File: config.mk
export PLATFORM = sky130hd
export DESIGN_NAME = ahb_slave_if
export DESIGN_NICKNAME = d
export VERILOG_FILES = /design/src/rtl/ahb_slave_if.sv
export SDC_FILE = /design/constraint.sdc
export NUM_CORES = 1
export LEC_CHECK = 0
export ABC_AREA = 1
export BUFFER_PORTS_ARGS = -buffer_cell sky130_fd_sc_hd__buf_4
export CELL_PAD_IN_SITES_DETAIL_PLACEMENT = 1
export CELL_PAD_IN_SITES_GLOBAL_PLACEMENT = 2
export CORE_MARGIN = 2
export CORE_UTILIZATION = 23
export DETAILED_ROUTE_END_ITERATION = 8
export GPL_ROUTABILITY_DRIVEN = 0
export PLACE_DENSITY = 0.79
export SYNTH_ARGS = -nofsm -noshare
export SYNTH_HDL_FRONTEND = slang
export SYNTH_SLANG_ARGS = --single-unit
File: constraint.sdc
create_clock -name hclk -period 1.5 [get_ports hclk]
set_input_delay 0.3 -clock hclk [delete_from_list [all_inputs] [get_ports hclk]]
set_output_delay 0.3 -clock hclk [all_outputs]
set_load 0.02 [all_outputs]
File: src/rtl/ahb_slave_if.sv
// AHB-Lite slave front end of the AHB-to-APB bridge: address qualification, slot
// decode, one/two-phase pipeline copies and a two-cycle ERROR responder.
module ahb_slave_if #(
    parameter logic [31:0] BASE_ADDR = 32'h8000_0000,
    parameter int unsigned SLOT_BITS = 26,
    parameter int unsigned ERRCNT_W  = 8
) (
    input  logic                hclk,
    input  logic                hreset,
    input  logic                hready_in,
    input  logic [1:0]          htrans,
    input  logic [2:0]          hsize,
    input  logic                hwrite,
    input  logic [31:0]         haddr,
    input  logic [31:0]         hwdata,
    input  logic [31:0]         prdata,
    input  logic                hr_readyout,
    output logic                valid,
    output logic [2:0]          temp_sel,
    output logic [31:0]         haddr1,
    output logic [31:0]         haddr2,
    output logic [31:0]         hwdata1,
    output logic [31:0]         hwdata2,
    output logic                hwrite_reg,
    output logic                hwrite_reg1,
    output logic [31:0]         hrdata,
    output logic                hreadyout,
    output logic [1:0]          hresp,
    output logic [ERRCNT_W-1:0] err_count
);

    typedef enum logic [1:0] {
        E_IDLE = 2'd0,
        E_ERR1 = 2'd1,
        E_ERR2 = 2'd2
    } err_state_e;

    err_state_e            state_q, state_d;
    logic [ERRCNT_W-1:0]   err_count_q, err_count_d;
    logic [31:0]           haddr1_q, haddr2_q, hwdata1_q, hwdata2_q;
    logic                  hwrite1_q, hwrite2_q;

    logic [31:0] off;
    logic [31:0] slot;
    logic        mapped, size_ok, act, bad;

    assign off     = haddr - BASE_ADDR;
    assign slot    = off >> SLOT_BITS;
    assign mapped  = (haddr >= BASE_ADDR) && (slot < 32'd3);
    assign size_ok = (hsize <= 3'b010);
    assign act     = hready_in & htrans[1];
    assign bad     = act & (~mapped | ~size_ok);
    assign valid   = act & mapped & size_ok & (state_q == E_IDLE);

    always_comb begin
        temp_sel = 3'b000;
        if (mapped) begin
            case (slot[1:0])
                2'd0:    temp_sel = 3'b001;
                2'd1:    temp_sel = 3'b010;
                2'd2:    temp_sel = 3'b100;
                default: temp_sel = 3'b000;
            endcase
        end
    end

    // IDLE phases shift too; only a stalled bus holds the pipeline.
    always_ff @(posedge hclk) begin
        if (hreset) begin
            haddr1_q  <= '0;
            haddr2_q  <= '0;
            hwdata1_q <= '0;
            hwdata2_q <= '0;
            hwrite1_q <= 1'b0;
            hwrite2_q <= 1'b0;
        end else if (hready_in) begin
            haddr1_q  <= haddr;
            haddr2_q  <= haddr1_q;
            hwdata1_q <= hwdata;
            hwdata2_q <= hwdata1_q;
            hwrite1_q <= hwrite;
            hwrite2_q <= hwrite1_q;
        end
    end

    always_comb begin
        state_d     = state_q;
        err_count_d = err_count_q;
        case (state_q)
            E_IDLE: begin
                if (bad && hr_readyout) begin
                    state_d = E_ERR1;
                    if (err_count_q != {ERRCNT_W{1'b1}})
                        err_count_d = err_count_q + {{(ERRCNT_W-1){1'b0}}, 1'b1};
                end
            end
            E_ERR1:  state_d = E_ERR2;
            E_ERR2:  state_d = E_IDLE;
            default: state_d = E_IDLE;
        endcase
    end

    always_ff @(posedge hclk) begin
        if (hreset) begin
            state_q     <= E_IDLE;
            err_count_q <= '0;
        end else begin
            state_q     <= state_d;
            err_count_q <= err_count_d;
        end
    end

    // ERROR is two cycles: first holds the master (ready low), second releases it.
    assign hreadyout   = (state_q == E_IDLE) ? hr_readyout : (state_q == E_ERR2);
    assign hresp       = (state_q == E_IDLE) ? 2'b00 : 2'b01;
    assign err_count   = err_count_q;
    assign hrdata      = prdata;
    assign haddr1      = haddr1_q;
    assign haddr2      = haddr2_q;
    assign hwdata1     = hwdata1_q;
    assign hwdata2     = hwdata2_q;
    assign hwrite_reg  = hwrite1_q;
    assign hwrite_reg1 = hwrite2_q;

endmodule

Word level (Yosys, flattened, before mapping)
Index checks and enable logic that the tools add are counted.
{"block": "word_totals", "reg_bits": 140, "in_bits": 106, "wordCells": 38}
{"block": "classes", "add_sub_neg": 2, "magnitude_cmp": 3, "n_eq_ne": 6, "n_mux": 6, "bitwise_logic": 8, "reduce_logical": 5}
{"op": "greater-or-equal comparator 32 bit (second input constant)", "n": 1}
{"op": "subtractor 32 bit (second input constant)", "n": 1}
{"op": "one-hot mux 3 bit (3 select lines)", "n": 1}
{"op": "adder 8 x 1 -> 8 bit (second input constant)", "n": 1}
{"op": "inequality test 8 bit (second input constant)", "n": 1}
{"op": "less-than comparator 6 x 2 -> 1 bit (second input constant)", "n": 1}
{"op": "bitwise AND 1 bit", "n": 5}
{"op": "== test 2 x 1 -> 1 bit (second input constant)", "n": 2}
{"op": "== test 2 bit (second input constant)", "n": 2}
{"op": "logical NOT 2 bit", "n": 2}
{"op": "one-hot mux 2 bit (2 select lines)", "n": 1}
{"op": "less-or-equal comparator 3 x 2 -> 1 bit (second input constant)", "n": 1}
{"op": "2-to-1 mux 3 bit", "n": 1}
{"op": "AND reduction 3 bit", "n": 1}
{"op": "logical AND 1 bit", "n": 2}
{"op": "2-to-1 mux 1 bit", "n": 2}
{"op": "2-to-1 mux 2 bit", "n": 1}
{"op": "inequality test 2 x 1 -> 1 bit (second input constant)", "n": 1}
{"op": "NOT 1 bit", "n": 2}
{"op": "OR 1 bit", "n": 1}

Longest topological paths before layout
{"block": "logic_depth", "depth_word": 9, "ltp_mapped": 8, "ltp_nobuf": 8}

Worst setup path before layout
No wires, ideal clock.
{"block": "synth_timing", "kind": "reg2reg", "start": "register err_count_q[0], in the netlist err_count[0]", "end": "register err_count_q[0], in the netlist err_count[0]", "setup_ps": 66, "t_arrival_ps": 1319, "required_time_ps": 1434, "path_slack_ps": 115, "stages_incl_launch_ff": 8, "n_path_buf": 0, "period_less_slack_ps": 1385, "cell_sequence": "dfxtp_1 -> ha_1 -> nand2_2 -> nor2_4 -> nand2_4 -> nand3_4 -> nand2_1 -> a21oi_2"}
{"block": "synth_via", "elab_chain_cells": 2, "word_cells_on_any_way": 3, "classes_between": "add/sub (1); eq/ne (1); reduce/logical (1)"}
{"item": "from (decl)", "line_no": "39", "rtl": "logic [ERRCNT_W-1:0] err_count_q, err_count_d;"}
{"item": "from (signal assigned)", "line_no": "109", "rtl": "err_count_q <= err_count_d;"}
{"item": "parallel branches: the longest is 2 deep, another holds adder 8 x 1 -> 8 bit"}
Several ways; the timed one is not identified.
A chain may end at the register's enable or synchronous reset.

Worst setup path after layout
{"block": "layout_timing", "start": "register state_q[1]", "end": "output valid"}
{"block": "layout_via", "elab_chain_cells": 2}
{"item": "from (decl)", "line_no": "38", "rtl": "err_state_e state_q, state_d;"}
{"item": "from (signal assigned)", "line_no": "108", "rtl": "state_q <= state_d;"}
{"item": "logical NOT 2 bit", "line_no": "53", "rtl": "assign valid = act & mapped & size_ok & (state_q == E_IDLE);"}
{"item": "bitwise AND 1 bit", "line_no": "53"}
{"item": "to (decl)", "line_no": "18", "rtl": "output logic valid,"}
Every way passes these cells.

==> results.json <==
{
  "layout.nets": 972,
  "swShare_pct": 28.0,
  "start_kind": "flop",
  "fin_ws_ns": 0.0398,
  "yosysUniqueCellTypes": 27,
  "grt_max_degree": 82,
  "final_common_cell": "nor2_1",
  "overflow": 0,
  "finalSetupViolCount": 0,
  "crit_start": "state_q[1]$_SDFFE_PP0P_",
  "cp_slowest_cell": "dfxtp_2",
  "cts.sinks": 140,
  "fin_crit_sh_pct": 97.3,
  "routed_via_density": 4.37,
  "finClkSkew_ns": 0.00692,
  "vias": 5081,
  "seq_area_frac_synth_pct": 52.5,
  "r2r_slack_ns": 0.21,
  "avgSynthCellArea_um2": 7.72,
  "worstPathCellList": "nor2_4, nand3_2, nor2_1, buf_4",
  "core.rowCount": 55,
  "portBuffers": 216,
  "timing.fmax_ghz": 0.685,
  "syn_inst": 692,
  "p_total_mw": 9.84,
  "final_cell_mix": "264 x nor2_1, 225 x buf_4, 137 x dfxtp_1",
  "crit_end": "valid",
  "dp_hpwl_mm": 11.7,
  "critPathTopFamily": "flip-flops",
  "worstSetupEndpointType": "output pin",
  "initial_core_util_pct": 23.5,
  "drive_above_1_share_pct": 32.0,
  "diodes": 0,
  "crit_cells": 4,
  "crit_buf_inv": 1,
  "whs_path_depth": 3,
  "core_mm2": 0.0227,
  "slowest_delay_ns": 0.33,
  "die_w_um": 156,
  "fillers": 2759,
  "io_pins": 283,
  "clkSlewWorstSetupHoldPaths_ns": 0.06,
  "die_h_um": 156,
  "cp.required_ns": 1.20,
  "syn_area_mm2": 0.00534,
  "internal_power_mw": 7.09,
  "p_comb_share_pct": 14.1,
  "syn2layout_area_growth_pct": 43.3,
  "ys_seq_elements": 140,
  "grt_usage_pct": 14.0,
  "placed_cells": 1128,
  "hp-class": "in2reg",
  "root_buffer": "clkbuf_16",
  "first_global_vias": 5227,
  "clkPwrFrac_pct": 44.1,
  "clkLatencyLatePin_ns": 0.42,
  "power_frac_seq_pct": 41.8,
  "fin_cells": 1163,
  "r2r.worst_path.cells": 7,
  "drt_iter0_drc": 223,
  "peakVddDrop_mv": 0.579,
  "outcome": "completed",
  "dieArea_mm2": 0.0245,
  "ant_nets": 0,
  "reg2reg_from": "err_count[1]$_SDFFE_PP0P_",
  "clockBufferDepth": 2,
  "rsz0062_at_grt": "true",
  "yosysWarningCount": 0,
  "cts_buffers": 17,
  "cts_hold_buf": 0,
  "p_sw_mw": 2.75,
  "cts_tree": "yes",
  "p_per_area_mw_per_mm2": 1290,
  "post-route-min-period_ns": 1.46,
  "syn_nets": 799,
  "timing.rr.end": "err_count[3]$_SDFFE_PP0P_",
  "cp_max_fo": 3,
  "first_pass_iters": 4,
  "p_leak_nw": 3.56,
  "hold_violations": 0,
  "drc": 0,
  "wl_per_cell_um": 14.7,
  "finalMaxSlewViolations": 0,
  "grt_pass1_wl_mm": 27.2,
  "routed_wl_mm": 17.1,
  "crit_type": "reg2out",
  "maxCapViolCount": 0,
  "antenna_found_initial": 0,
  "whs_ns": 0.104,
  "critPathArrivalTime_ns": 1.16,
  "htree_levels": 4,
  "place_ws_ns": 0.0868
}
## worst min path at each step
stage / start / endpoint / slack [ns]
after floorplan: haddr[30] / haddr1[30]$_SDFFE_PP0P_ / 0.43
after global placement: state_q[1]$_SDFFE_PP0P_ / state_q[1]$_SDFFE_PP0P_ / 0.46
after detailed placement: state_q[1]$_SDFFE_PP0P_ / state_q[1]$_SDFFE_PP0P_ / 0.46
after CTS: haddr[21] / haddr1[21]$_SDFFE_PP0P_ / 0.08
after global routing: hwdata[16] / hwdata1[16]$_SDFFE_PP0P_ / 0.08
final: haddr[0] / haddr1[0]$_SDFFE_PP0P_ / 0.10
## cells by family (layout without fill, tap and decap cells)
family | count (synthesis) | count (layout) | share of synthesized area, %
and+or+nand+nor | 310 | 310 | 23.4
AOI/OAI and AO/OA | 145 | 145 | 13.7
DFF | 140 | 140 | 52.5
buffers and inverters | 92 | 278 | 9.58
xor gates and xnor gates | 3 | 3 | 0.492
adders and majority gates | 1 | 1 | 0.234
other | 1 | 1 | 0.0702
## layout make-up
class | count | area (µm²) | share of cell area, %
Sequential cell | 140 | 2810 | 36.7
Clock buffer | 19 | 443 | 5.79
Timing Repair Buffer | 230 | 1790 | 23.4
Clock inverter | 13 | 158 | 2.06
Multi-Input combinational cell | 460 | 2040 | 26.6
Tap cell | 285 | 357 | 4.66
Inverter | 16 | 63.8 | 0.834
## routing by layer
| layer | vias up | part of all wire (%) | track usage (%) |
|---|---|---|---|
| met5 | - | 0 | 0 |
| met4 | 0 | 0.71 | 3.84 |
| met3 | 13 | 8.4 | 5.82 |
| met2 | 142 | 46 | 22.9 |
| met1 | 2407 | 45 | 17.1 |
| li1 | 2519 | - | - |
## cell usage after synthesis, drive strengths merged
library cell,number,area share (%)
conb,1,0.070
nor2,270,19
dfxtp,140,52
nand3b,1,0.14
inv,16,1.2
nand4,2,0.52
o21bai,1,0.14
buf,52,6.7
nand3,13,1.5
a21oi,12,1.2
xor2,3,0.49
nand2,24,1.9
o21ai,132,12
clkbuf,24,1.7
ha,1,0.23
## stage by stage
stage	cell area [µm²]	setup TNS (ns)	util [%]
floorplan	5340	0	-
global placement	7020	0	30.9
detailed placement	7020	0	30.9
CTS	7650	-0.00362	33.7
global route	7650	-0.0726	33.7
finish	7650	0	33.7
## worst register-to-register path, stage by stage (launching register included)
cell and delay (ns):
dfxtp_2 0.35, ha_2 0.19, nand2_2 0.08, nor2_4 0.13, nand2_4 0.10, nand3_4 0.15
nand2_1 0.07, a21oi_1 0.14
## power by group through the flow
stage	clock (mW)	sequential (mW)	combinational [mW]
detailed placement	0	4.19	1.41
CTS	4.50	4.11	1.42
global placement	0	4.19	1.40
finish	4.34	4.11	1.39
floorplan	0	4.45	0.555
global route	4.69	4.14	1.54
## timing repair
action,in CTS,in global routing
buffers inserted,3,0
resized for setup,3,3
endpoints found under the setup margin,1,5
pin swaps,2,1
Power figures use the tool's default switching activity.
